File: src/rtl/ctrl_pkg.sv
// Shared types and encodings for the RV32I multicycle main controller.
// Covers the state enum, opcodes, datapath select codes and trap causes.
package ctrl_pkg;

    localparam int unsigned OP_W      = 7;
    localparam int unsigned STATE_W   = 4;
    localparam int unsigned IMM_SRC_W = 3;
    localparam int unsigned CAUSE_W   = 2;

    typedef enum logic [STATE_W-1:0] {
        S_FETCH,
        S_DECODE,
        S_MEMADR,
        S_MEMREAD,
        S_MEMWB,
        S_MEMWRITE,
        S_EXECR,
        S_EXECI,
        S_ALUWB,
        S_BRANCH,
        S_JAL,
        S_JALR,
        S_LINK,
        S_AUIPC,
        S_LUI,
        S_TRAP
    } state_e;

    localparam logic [OP_W-1:0] OP_LOAD   = 7'b0000011;
    localparam logic [OP_W-1:0] OP_STORE  = 7'b0100011;
    localparam logic [OP_W-1:0] OP_R      = 7'b0110011;
    localparam logic [OP_W-1:0] OP_IMM    = 7'b0010011;
    localparam logic [OP_W-1:0] OP_BRANCH = 7'b1100011;
    localparam logic [OP_W-1:0] OP_JAL    = 7'b1101111;
    localparam logic [OP_W-1:0] OP_JALR   = 7'b1100111;
    localparam logic [OP_W-1:0] OP_AUIPC  = 7'b0010111;
    localparam logic [OP_W-1:0] OP_LUI    = 7'b0110111;

    localparam logic [1:0] RES_ALUOUT    = 2'b00;
    localparam logic [1:0] RES_DATA      = 2'b01;
    localparam logic [1:0] RES_ALURESULT = 2'b10;
    localparam logic [1:0] RES_IMM       = 2'b11;

    localparam logic [1:0] SRCA_PC    = 2'b00;
    localparam logic [1:0] SRCA_OLDPC = 2'b01;
    localparam logic [1:0] SRCA_RD1   = 2'b10;

    localparam logic [1:0] SRCB_RD2  = 2'b00;
    localparam logic [1:0] SRCB_IMM  = 2'b01;
    localparam logic [1:0] SRCB_FOUR = 2'b10;

    localparam logic [1:0] ALUOP_ADD    = 2'b00;
    localparam logic [1:0] ALUOP_BRANCH = 2'b01;
    localparam logic [1:0] ALUOP_FUNCT  = 2'b10;

    localparam logic [IMM_SRC_W-1:0] IMM_I = 3'b000;
    localparam logic [IMM_SRC_W-1:0] IMM_S = 3'b001;
    localparam logic [IMM_SRC_W-1:0] IMM_B = 3'b010;
    localparam logic [IMM_SRC_W-1:0] IMM_J = 3'b011;
    localparam logic [IMM_SRC_W-1:0] IMM_U = 3'b100;

    localparam logic [CAUSE_W-1:0] CAUSE_NONE    = 2'b00;
    localparam logic [CAUSE_W-1:0] CAUSE_ILLEGAL = 2'b01;
    localparam logic [CAUSE_W-1:0] CAUSE_TIMEOUT = 2'b10;

    // Per-cycle control word produced by the state decode.
    typedef struct packed {
        logic       mem_req;
        logic       mem_write;
        logic       adr_src;
        logic       ir_write;
        logic       pc_update;
        logic       branch;
        logic       reg_write;
        logic [1:0] result_src;
        logic [1:0] alu_src_a;
        logic [1:0] alu_src_b;
        logic [1:0] alu_op;
        logic       instr_done;
        logic       trap;
    } ctrl_t;

    // States that hold a memory request open and are subject to the bus timeout.
    function automatic logic waits_on_mem(input state_e s);
        return (s == S_FETCH) || (s == S_MEMREAD) || (s == S_MEMWRITE);
    endfunction

endpackage

File: src/rtl/multicycle_ctrl_if.sv
// Controller-to-datapath/memory signal bundle for the multicycle core.
// master = controller side, slave = datapath/memory side.
interface multicycle_ctrl_if;

    logic [ctrl_pkg::OP_W-1:0]      op;
    logic                           mem_ready;
    logic                           mem_req;
    logic                           MemWrite;
    logic                           AdrSrc;
    logic                           IRWrite;
    logic                           PCUpdate;
    logic                           Branch;
    logic                           RegWrite;
    logic [1:0]                     ResultSrc;
    logic [1:0]                     ALUSrcA;
    logic [1:0]                     ALUSrcB;
    logic [1:0]                     ALUOp;
    logic [ctrl_pkg::IMM_SRC_W-1:0] ImmSrc;
    logic                           instr_done;
    logic                           trap;
    logic [ctrl_pkg::CAUSE_W-1:0]   trap_cause;

    modport master (
        input  op, mem_ready,
        output mem_req, MemWrite, AdrSrc, IRWrite, PCUpdate, Branch, RegWrite,
               ResultSrc, ALUSrcA, ALUSrcB, ALUOp, ImmSrc, instr_done, trap, trap_cause
    );

    modport slave (
        output op, mem_ready,
        input  mem_req, MemWrite, AdrSrc, IRWrite, PCUpdate, Branch, RegWrite,
               ResultSrc, ALUSrcA, ALUSrcB, ALUOp, ImmSrc, instr_done, trap, trap_cause
    );

endinterface

File: src/rtl/immdec.sv
// Opcode to immediate-format decoder; purely combinational.
module immdec
    import ctrl_pkg::*;
(
    input  logic [OP_W-1:0]      i_op,
    output logic [IMM_SRC_W-1:0] o_imm_src_c
);

    // Loads, OP-IMM, jalr and unknown opcodes all fall back to the I format.
    always_comb begin
        o_imm_src_c = IMM_I;
        case (i_op)
            OP_STORE:         o_imm_src_c = IMM_S;
            OP_BRANCH:        o_imm_src_c = IMM_B;
            OP_JAL:           o_imm_src_c = IMM_J;
            OP_LUI, OP_AUIPC: o_imm_src_c = IMM_U;
            default:          o_imm_src_c = IMM_I;
        endcase
    end

endmodule

File: src/rtl/multicycle_ctrl.sv
// Main control FSM of the RV32I multicycle core: instruction sequencing,
// datapath selects, memory handshake, bus timeout and illegal-opcode trap.
module multicycle_ctrl
    import ctrl_pkg::*;
#(
    parameter int unsigned TIMEOUT         = 16,
    parameter bit          TRAP_ON_ILLEGAL = 1'b1
) (
    input logic               clk,
    input logic               reset_n,
    multicycle_ctrl_if.master bus
);

    localparam int unsigned CNT_W = (TIMEOUT > 0) ? $clog2(TIMEOUT + 1) : 1;

    state_e               r_state;
    state_e               w_state_nxt;
    logic [CNT_W-1:0]     r_cnt;
    logic [CNT_W-1:0]     w_cnt_inc;
    logic [CAUSE_W-1:0]   r_trap_cause;
    logic [CAUSE_W-1:0]   w_cause_nxt;
    logic                 w_wait;
    logic                 w_timeout;
    logic [IMM_SRC_W-1:0] w_imm_src;
    ctrl_t                w_ctrl;
    ctrl_t                w_out;

    immdec u_immdec (
        .i_op        (bus.op),
        .o_imm_src_c (w_imm_src)
    );

    // Timeout fires on the TIMEOUT-th consecutive wait cycle; mem_ready that cycle wins.
    assign w_wait    = waits_on_mem(r_state) && !bus.mem_ready;
    assign w_cnt_inc = r_cnt + CNT_W'(1);
    assign w_timeout = (TIMEOUT != 0) && w_wait && (w_cnt_inc == CNT_W'(TIMEOUT));

    always_ff @(posedge clk) begin
        if (!reset_n) begin
            r_state <= S_FETCH;
        end else begin
            r_state <= w_state_nxt;
        end
    end

    always_ff @(posedge clk) begin
        if (!reset_n) begin
            r_cnt <= '0;
        end else if (w_wait && (w_state_nxt == r_state)) begin
            r_cnt <= w_cnt_inc;
        end else begin
            r_cnt <= '0;
        end
    end

    // Cause is latched only on entry; TRAP is absorbing so the first cause sticks.
    always_ff @(posedge clk) begin
        if (!reset_n) begin
            r_trap_cause <= CAUSE_NONE;
        end else if ((r_state != S_TRAP) && (w_state_nxt == S_TRAP)) begin
            r_trap_cause <= w_cause_nxt;
        end
    end

    always_comb begin
        w_state_nxt = r_state;
        w_cause_nxt = CAUSE_NONE;
        w_ctrl      = '0;

        case (r_state)
            S_FETCH: begin
                w_ctrl.mem_req    = 1'b1;
                w_ctrl.adr_src    = 1'b0;
                w_ctrl.alu_src_a  = SRCA_PC;
                w_ctrl.alu_src_b  = SRCB_FOUR;
                w_ctrl.alu_op     = ALUOP_ADD;
                w_ctrl.result_src = RES_ALURESULT;
                if (bus.mem_ready) begin
                    w_ctrl.ir_write  = 1'b1;
                    w_ctrl.pc_update = 1'b1;
                    w_state_nxt      = S_DECODE;
                end else if (w_timeout) begin
                    w_state_nxt = S_TRAP;
                    w_cause_nxt = CAUSE_TIMEOUT;
                end
            end

            // Precompute the branch/jal target into ALUOut while decoding.
            S_DECODE: begin
                w_ctrl.alu_src_a = SRCA_OLDPC;
                w_ctrl.alu_src_b = SRCB_IMM;
                w_ctrl.alu_op    = ALUOP_ADD;
                case (bus.op)
                    OP_LOAD, OP_STORE: w_state_nxt = S_MEMADR;
                    OP_R:              w_state_nxt = S_EXECR;
                    OP_IMM:            w_state_nxt = S_EXECI;
                    OP_BRANCH:         w_state_nxt = S_BRANCH;
                    OP_JAL:            w_state_nxt = S_JAL;
                    OP_JALR:           w_state_nxt = S_JALR;
                    OP_AUIPC:          w_state_nxt = S_AUIPC;
                    OP_LUI:            w_state_nxt = S_LUI;
                    default: begin
                        if (TRAP_ON_ILLEGAL) begin
                            w_state_nxt = S_TRAP;
                            w_cause_nxt = CAUSE_ILLEGAL;
                        end else begin
                            w_ctrl.instr_done = 1'b1;
                            w_state_nxt       = S_FETCH;
                        end
                    end
                endcase
            end

            S_MEMADR: begin
                w_ctrl.alu_src_a = SRCA_RD1;
                w_ctrl.alu_src_b = SRCB_IMM;
                w_state_nxt      = (bus.op == OP_STORE) ? S_MEMWRITE : S_MEMREAD;
            end

            S_MEMREAD: begin
                w_ctrl.mem_req    = 1'b1;
                w_ctrl.adr_src    = 1'b1;
                w_ctrl.result_src = RES_ALUOUT;
                if (bus.mem_ready) begin
                    w_state_nxt = S_MEMWB;
                end else if (w_timeout) begin
                    w_state_nxt = S_TRAP;
                    w_cause_nxt = CAUSE_TIMEOUT;
                end
            end

            S_MEMWB: begin
                w_ctrl.result_src = RES_DATA;
                w_ctrl.reg_write  = 1'b1;
                w_ctrl.instr_done = 1'b1;
                w_state_nxt       = S_FETCH;
            end

            S_MEMWRITE: begin
                w_ctrl.mem_req    = 1'b1;
                w_ctrl.mem_write  = 1'b1;
                w_ctrl.adr_src    = 1'b1;
                w_ctrl.result_src = RES_ALUOUT;
                if (bus.mem_ready) begin
                    w_ctrl.instr_done = 1'b1;
                    w_state_nxt       = S_FETCH;
                end else if (w_timeout) begin
                    w_state_nxt = S_TRAP;
                    w_cause_nxt = CAUSE_TIMEOUT;
                end
            end

            S_EXECR: begin
                w_ctrl.alu_src_a = SRCA_RD1;
                w_ctrl.alu_src_b = SRCB_RD2;
                w_ctrl.alu_op    = ALUOP_FUNCT;
                w_state_nxt      = S_ALUWB;
            end

            S_EXECI: begin
                w_ctrl.alu_src_a = SRCA_RD1;
                w_ctrl.alu_src_b = SRCB_IMM;
                w_ctrl.alu_op    = ALUOP_FUNCT;
                w_state_nxt      = S_ALUWB;
            end

            S_ALUWB: begin
                w_ctrl.result_src = RES_ALUOUT;
                w_ctrl.reg_write  = 1'b1;
                w_ctrl.instr_done = 1'b1;
                w_state_nxt       = S_FETCH;
            end

            S_BRANCH: begin
                w_ctrl.alu_src_a  = SRCA_RD1;
                w_ctrl.alu_src_b  = SRCB_RD2;
                w_ctrl.alu_op     = ALUOP_BRANCH;
                w_ctrl.result_src = RES_ALUOUT;
                w_ctrl.branch     = 1'b1;
                w_ctrl.instr_done = 1'b1;
                w_state_nxt       = S_FETCH;
            end

            // Jump target already sits in ALUOut; ALU forms the link address meanwhile.
            S_JAL: begin
                w_ctrl.alu_src_a  = SRCA_OLDPC;
                w_ctrl.alu_src_b  = SRCB_FOUR;
                w_ctrl.result_src = RES_ALUOUT;
                w_ctrl.pc_update  = 1'b1;
                w_state_nxt       = S_ALUWB;
            end

            S_JALR: begin
                w_ctrl.alu_src_a  = SRCA_RD1;
                w_ctrl.alu_src_b  = SRCB_IMM;
                w_ctrl.result_src = RES_ALURESULT;
                w_ctrl.pc_update  = 1'b1;
                w_state_nxt       = S_LINK;
            end

            S_LINK: begin
                w_ctrl.alu_src_a = SRCA_OLDPC;
                w_ctrl.alu_src_b = SRCB_FOUR;
                w_state_nxt      = S_ALUWB;
            end

            S_AUIPC: begin
                w_ctrl.alu_src_a = SRCA_OLDPC;
                w_ctrl.alu_src_b = SRCB_IMM;
                w_state_nxt      = S_ALUWB;
            end

            S_LUI: begin
                w_ctrl.result_src = RES_IMM;
                w_ctrl.reg_write  = 1'b1;
                w_ctrl.instr_done = 1'b1;
                w_state_nxt       = S_FETCH;
            end

            S_TRAP: begin
                w_ctrl.trap = 1'b1;
            end

            default: begin
                w_state_nxt = S_FETCH;
            end
        endcase
    end

    // Everything is forced low while reset_n is asserted, even mid-access.
    assign w_out = reset_n ? w_ctrl : '0;

    assign bus.mem_req    = w_out.mem_req;
    assign bus.MemWrite   = w_out.mem_write;
    assign bus.AdrSrc     = w_out.adr_src;
    assign bus.IRWrite    = w_out.ir_write;
    assign bus.PCUpdate   = w_out.pc_update;
    assign bus.Branch     = w_out.branch;
    assign bus.RegWrite   = w_out.reg_write;
    assign bus.ResultSrc  = w_out.result_src;
    assign bus.ALUSrcA    = w_out.alu_src_a;
    assign bus.ALUSrcB    = w_out.alu_src_b;
    assign bus.ALUOp      = w_out.alu_op;
    assign bus.instr_done = w_out.instr_done;
    assign bus.trap       = w_out.trap;
    assign bus.ImmSrc     = reset_n ? w_imm_src : '0;
    assign bus.trap_cause = reset_n ? r_trap_cause : CAUSE_NONE;

endmodule

File: src/flat_wrapper.sv
// flat-port wrapper written by rule: the top's interface ports become plain ports
module multicycle_ctrl_flat import ctrl_pkg::*;
#(
    parameter int unsigned TIMEOUT         = 16,
    parameter bit          TRAP_ON_ILLEGAL = 1'b1
)
  (clk, reset_n, bus_op, bus_mem_ready, bus_mem_req, bus_MemWrite, bus_AdrSrc, bus_IRWrite, bus_PCUpdate, bus_Branch, bus_RegWrite, bus_ResultSrc, bus_ALUSrcA, bus_ALUSrcB, bus_ALUOp, bus_ImmSrc, bus_instr_done, bus_trap, bus_trap_cause);
  multicycle_ctrl_if bus_i ();
  input logic clk;
  input logic reset_n;
  input wire logic [$bits(bus_i.op)-1:0] bus_op;
  input wire logic [$bits(bus_i.mem_ready)-1:0] bus_mem_ready;
  output wire logic [$bits(bus_i.mem_req)-1:0] bus_mem_req;
  output wire logic [$bits(bus_i.MemWrite)-1:0] bus_MemWrite;
  output wire logic [$bits(bus_i.AdrSrc)-1:0] bus_AdrSrc;
  output wire logic [$bits(bus_i.IRWrite)-1:0] bus_IRWrite;
  output wire logic [$bits(bus_i.PCUpdate)-1:0] bus_PCUpdate;
  output wire logic [$bits(bus_i.Branch)-1:0] bus_Branch;
  output wire logic [$bits(bus_i.RegWrite)-1:0] bus_RegWrite;
  output wire logic [$bits(bus_i.ResultSrc)-1:0] bus_ResultSrc;
  output wire logic [$bits(bus_i.ALUSrcA)-1:0] bus_ALUSrcA;
  output wire logic [$bits(bus_i.ALUSrcB)-1:0] bus_ALUSrcB;
  output wire logic [$bits(bus_i.ALUOp)-1:0] bus_ALUOp;
  output wire logic [$bits(bus_i.ImmSrc)-1:0] bus_ImmSrc;
  output wire logic [$bits(bus_i.instr_done)-1:0] bus_instr_done;
  output wire logic [$bits(bus_i.trap)-1:0] bus_trap;
  output wire logic [$bits(bus_i.trap_cause)-1:0] bus_trap_cause;
  assign bus_i.op = bus_op;
  assign bus_i.mem_ready = bus_mem_ready;
  assign bus_mem_req = bus_i.mem_req;
  assign bus_MemWrite = bus_i.MemWrite;
  assign bus_AdrSrc = bus_i.AdrSrc;
  assign bus_IRWrite = bus_i.IRWrite;
  assign bus_PCUpdate = bus_i.PCUpdate;
  assign bus_Branch = bus_i.Branch;
  assign bus_RegWrite = bus_i.RegWrite;
  assign bus_ResultSrc = bus_i.ResultSrc;
  assign bus_ALUSrcA = bus_i.ALUSrcA;
  assign bus_ALUSrcB = bus_i.ALUSrcB;
  assign bus_ALUOp = bus_i.ALUOp;
  assign bus_ImmSrc = bus_i.ImmSrc;
  assign bus_instr_done = bus_i.instr_done;
  assign bus_trap = bus_i.trap;
  assign bus_trap_cause = bus_i.trap_cause;
  multicycle_ctrl #(.TIMEOUT(TIMEOUT), .TRAP_ON_ILLEGAL(TRAP_ON_ILLEGAL)) u_core (.clk(clk), .reset_n(reset_n), .bus(bus_i));
endmodule
File: config.mk
export PLATFORM = sky130hd
export DESIGN_NAME = multicycle_ctrl_flat
export DESIGN_NICKNAME = d
export VERILOG_FILES = /design/src/rtl/ctrl_pkg.sv /design/src/rtl/multicycle_ctrl_if.sv /design/src/rtl/immdec.sv /design/src/rtl/multicycle_ctrl.sv /design/src/flat_wrapper.sv
export SDC_FILE = /design/constraint.sdc
export NUM_CORES = 1
export LEC_CHECK = 0
export CORE_MARGIN = 10
export CORE_UTILIZATION = 46
export CTS_CLUSTER_DIAMETER = 40
export DETAILED_ROUTE_END_ITERATION = 6
export PLACE_DENSITY = 0.76
export SYNTH_ARGS = -nofsm -noshare
export SYNTH_HDL_FRONTEND = slang
export SYNTH_SLANG_ARGS = --single-unit
File: constraint.sdc
create_clock -name clk -period 2.3 [get_ports clk]
set_input_delay 0.575 -clock clk [delete_from_list [all_inputs] [get_ports clk]]
set_output_delay 0.575 -clock clk [all_outputs]
set_load 0.005 [all_outputs]
==> PnR_summary.wiki <==
{| class="wikitable"
! Metric !! Value
|-
| Fin crit share || 97.3%
|-
| Commonest cells after routing, fill and taps aside || sky130_fd_sc_hd__buf_4 (41), sky130_fd_sc_hd__nor2_1 (20), sky130_fd_sc_hd__nand2_1 (17), sky130_fd_sc_hd__a21oi_1 (14), sky130_fd_sc_hd__dlymetal6s2s_1 (14)
|-
| Post-Route WL || 3490 um
|-
| Cell-internal power || 0.941 mW
|-
| Total routing resource utilization after global routing || 14.8%
|-
| Total placed cells including tap cells || 232
|-
| Sequential cell fraction of total power || 20.6%
|-
| Crit path launch type || register
|-
| Gate Count Post-Synth || 150
|-
| Synthesized netlist net count || 162
|-
| Number of flops mapped to enable cells by yosys || 0
|-
| CTS buffer count || 3
|-
| Height of the die || 67.3 um
|-
| Mapped cell area || 1030 um2
|-
| Later-pin clock latency in the skew report || 0.26 ns
|-
| Top FF cell, synth || sky130_fd_sc_hd__dfxtp_1
|-
| Count of unique library cells instantiated by Yosys || 47
|-
| CP cell instances || nand2b_1 > and2_4 > xnor2_1 > nand2_1 > a21oi_2 > dlygate4sd2_1
|-
| Minimum period implied by the final worst setup slack || 2.24 ns
|-
| Fraction of layout instances using a drive strength above 1 || 33.0%
|-
| Required time of the worst setup path || 1.73 ns
|-
| Number of max-cap violations || 0
|-
| Setup-failing EPs final || 0
|-
| Count of standard-cell rows || 17
|-
| Post-DP HPWL || 2630 um
|-
| Per-instance average area after synthesis || 6.86 um2
|-
| Clk slew on worst S/H paths || 0.06 ns
|-
| Highest net fanout along the worst path || 7
|-
| Clock power share || 7.9%
|-
| Vias in the first global route || 1314
|-
| Kind of end point of the critical path || output port
|-
| Largest clock skew in the final design || 0.00299 ns
|-
| Placement Cell Area || 1570 um2
|-
| Post-Route Utilization || 80.2%
|-
| Warnings from Yosys || 0
|-
| H-tree levels || 1
|-
| Post-detailed-route wirelength per cell || 14.2 um
|-
| Number of cells in the finished layout apart from fillers || 246
|-
| Vias per inst || 5.37
|-
| Initial antenna violation count || 0
|-
| Run status || complete, no violations
|-
| Launching point of the worst reg2reg path || u_core.r_state[2]
|-
| Iter 0 DRT Violations || 58
|-
| Maximum clock frequency || 447 MHz
|-
| Final hold vios || 0
|-
| Final weighted congestion in routability-driven placement || 0.839
|-
| CTS tree || done
|-
| Hold Startpoint || u_core.r_cnt[0]
|-
| Area of all placed cells without fillers || 1740 um2
|-
| Arrival time at the worst endpoint || 1.66 ns
|-
| Post-placement worst setup slack || -0.471 ns
|-
| Power per Cell Area || 927 nW/um2
|-
| Max-slew violation total from the final report || 0
|-
| # clock sinks || 11
|-
| Number of flip-flops and latches in the synthesized netlist || 11
|-
| Area of the placeable core || 2170 um2
|-
| Aggregate negative setup slack || 0 ns
|-
| Residual DRC || 0
|-
| Net Sw Frac || 41.7%
|-
| Worst min path class || register to register
|-
| Root Buffer Master || sky130_fd_sc_hd__clkbuf_4
|-
| Vias || 1321
|-
| Die Footprint || 4530 um2
|-
| Portion of total power attributed to combinational logic || 71.5%
|-
| Sequential-to-total area share from yosys stat || 21.4%
|-
| Remaining max-slew budget at the tightest pin || 79.5%
|-
| Maximum vdd ir drop || 0.000687 V
|-
| Least-Margin Pin Slew || 0.306 ns
|-
| Cell with the biggest individual delay on the critical path || sky130_fd_sc_hd__dfxtp_4
|-
| Leakage || 0.983 nW
|-
| Grt ovf || 0
|-
| Ys async rst share || 0%
|-
| Wire length of the first global-routing pass || 5520 um
|-
| Most common cell after layout, fill and taps aside || sky130_fd_sc_hd__buf_4
|-
| CTS max path bufs || 2
|-
| Post-detailed-route count of antenna-violating nets || 0
|-
| Post-layout net count || 231
|-
| Final setup margin || 0.0625 ns
|-
| Start point of the critical path || u_core.r_state[2]
|-
| Critical path type || register to output port
|-
| Peak per-stage delay on the critical path || 0.37 ns
|-
| Buffers on Ports || 31
|-
| Maximum number of pins on one net before global-route repair || 13
|-
| Initial standard-cell utilization of the core || 47.4%
|-
| Ant diodes || 0
|-
| RSZ-0062 raised after global routing || yes
|-
| Chip Width || 67.3 um
|-
| 1st-pass router iterations || 4
|-
| Layout Area Growth over Synthesis || 69.1%
|-
| I/O pin cnt || 32
|-
| Net switching power || 0.672 mW
|}
-- cells in the mapped netlist, drive strengths merged, types with 2 or more instances --
library cell,n,area (um2)
a21oi,16,80.1
a31oi,2,12.5
and2,5,33.8
and3,4,25.0
buf,5,36.3
clkbuf,5,18.8
dfxtp,11,220
ha,2,25.0
inv,6,22.5
nand2,19,73.8
nand2b,5,31.3
nand3,3,20.0
nand3b,3,22.5
nor2,22,82.6
nor2b,2,12.5
nor3,8,56.3
o21ai,5,25.0
xnor2,2,17.5
xor2,4,35.0
-- layer usage --
metal  wire (um)  global-route usage [%]  share of wire, %
met2        1740                    26.9                50
met1        1500                    16.4                43
met5           0                       0                 0
met3         208                    3.64               6.0
met4          37                    4.62               1.1
-- power groups by stage --
stage | clock [mW] | combinational (mW) | sequential, mW
5_1_grt | 0.141 | 1.28 | 0.340
4_1_cts | 0.129 | 1.11 | 0.323
6_report | 0.127 | 1.15 | 0.332
3_3_place_gp | 0 | 1.04 | 0.311
3_5_place_dp | 0 | 1.06 | 0.315
2_1_floorplan | 0 | 0.639 | 0.270
-- worst max-delay path: cells and delay by family, from the launching register on --
kind,cells,cell delay (ns)
simple gates,3,0.46
buf+inv,1,0.25
xor+xnor,1,0.17
flops,1,0.37
compound gates,1,0.16
-- sequential cells by signal, indices dropped and copies added (netlist names) --
name and cells:
u_core.r_trap_cause 2, u_core.r_cnt 5, u_core.r_state 4
-- worst paths after layout --
check	depth (start not counted)	endpoint	slack, ns
max reg2reg	9	u_core.r_state[0]	0.40
min reg2reg	1	u_core.r_cnt[0]	0.48
max	6	bus_ALUSrcB[0]	0.06
min	1	u_core.r_cnt[0]	0.48
-- per-stage QoR --
step           hold WS [ns]  total power, mW
2_1_floorplan         0.445            0.909
3_5_place_dp          0.475             1.37
5_1_grt               0.516             1.76
3_3_place_gp          0.455             1.35
6_report              0.482             1.61
4_1_cts               0.492             1.56
-- cell type report --
cell class | instances | area [um2]
clock buffers | 4 | 26.3
fillers | 155 | 430
inverters | 6 | 25.0
multi-input cells | 123 | 773
flip-flops and latches | 11 | 230
well taps | 28 | 35.0
repair buffers | 74 | 649
-- repair_timing --
action / 4_1_cts / 5_1_grt
gates resized for setup: 33 / 26
pin swaps: 7 / 6
setup endpoints to repair: 22 / 14
hold buffers: 0 / 0
setup buffers: 8 / 2
-- cell families (layout without fill, tap and decap cells) --
kind of cell | Yosys count | after routing | synth area share [%]
xor+xnor | 6 | 6 | 5.11
simple gates | 80 | 80 | 41.4
buf+inv | 16 | 84 | 7.54
flops | 11 | 11 | 21.4
fa+ha+maj | 2 | 2 | 2.43
compound gates | 35 | 35 | 22.1
Power figures use the tool's default switching activity.
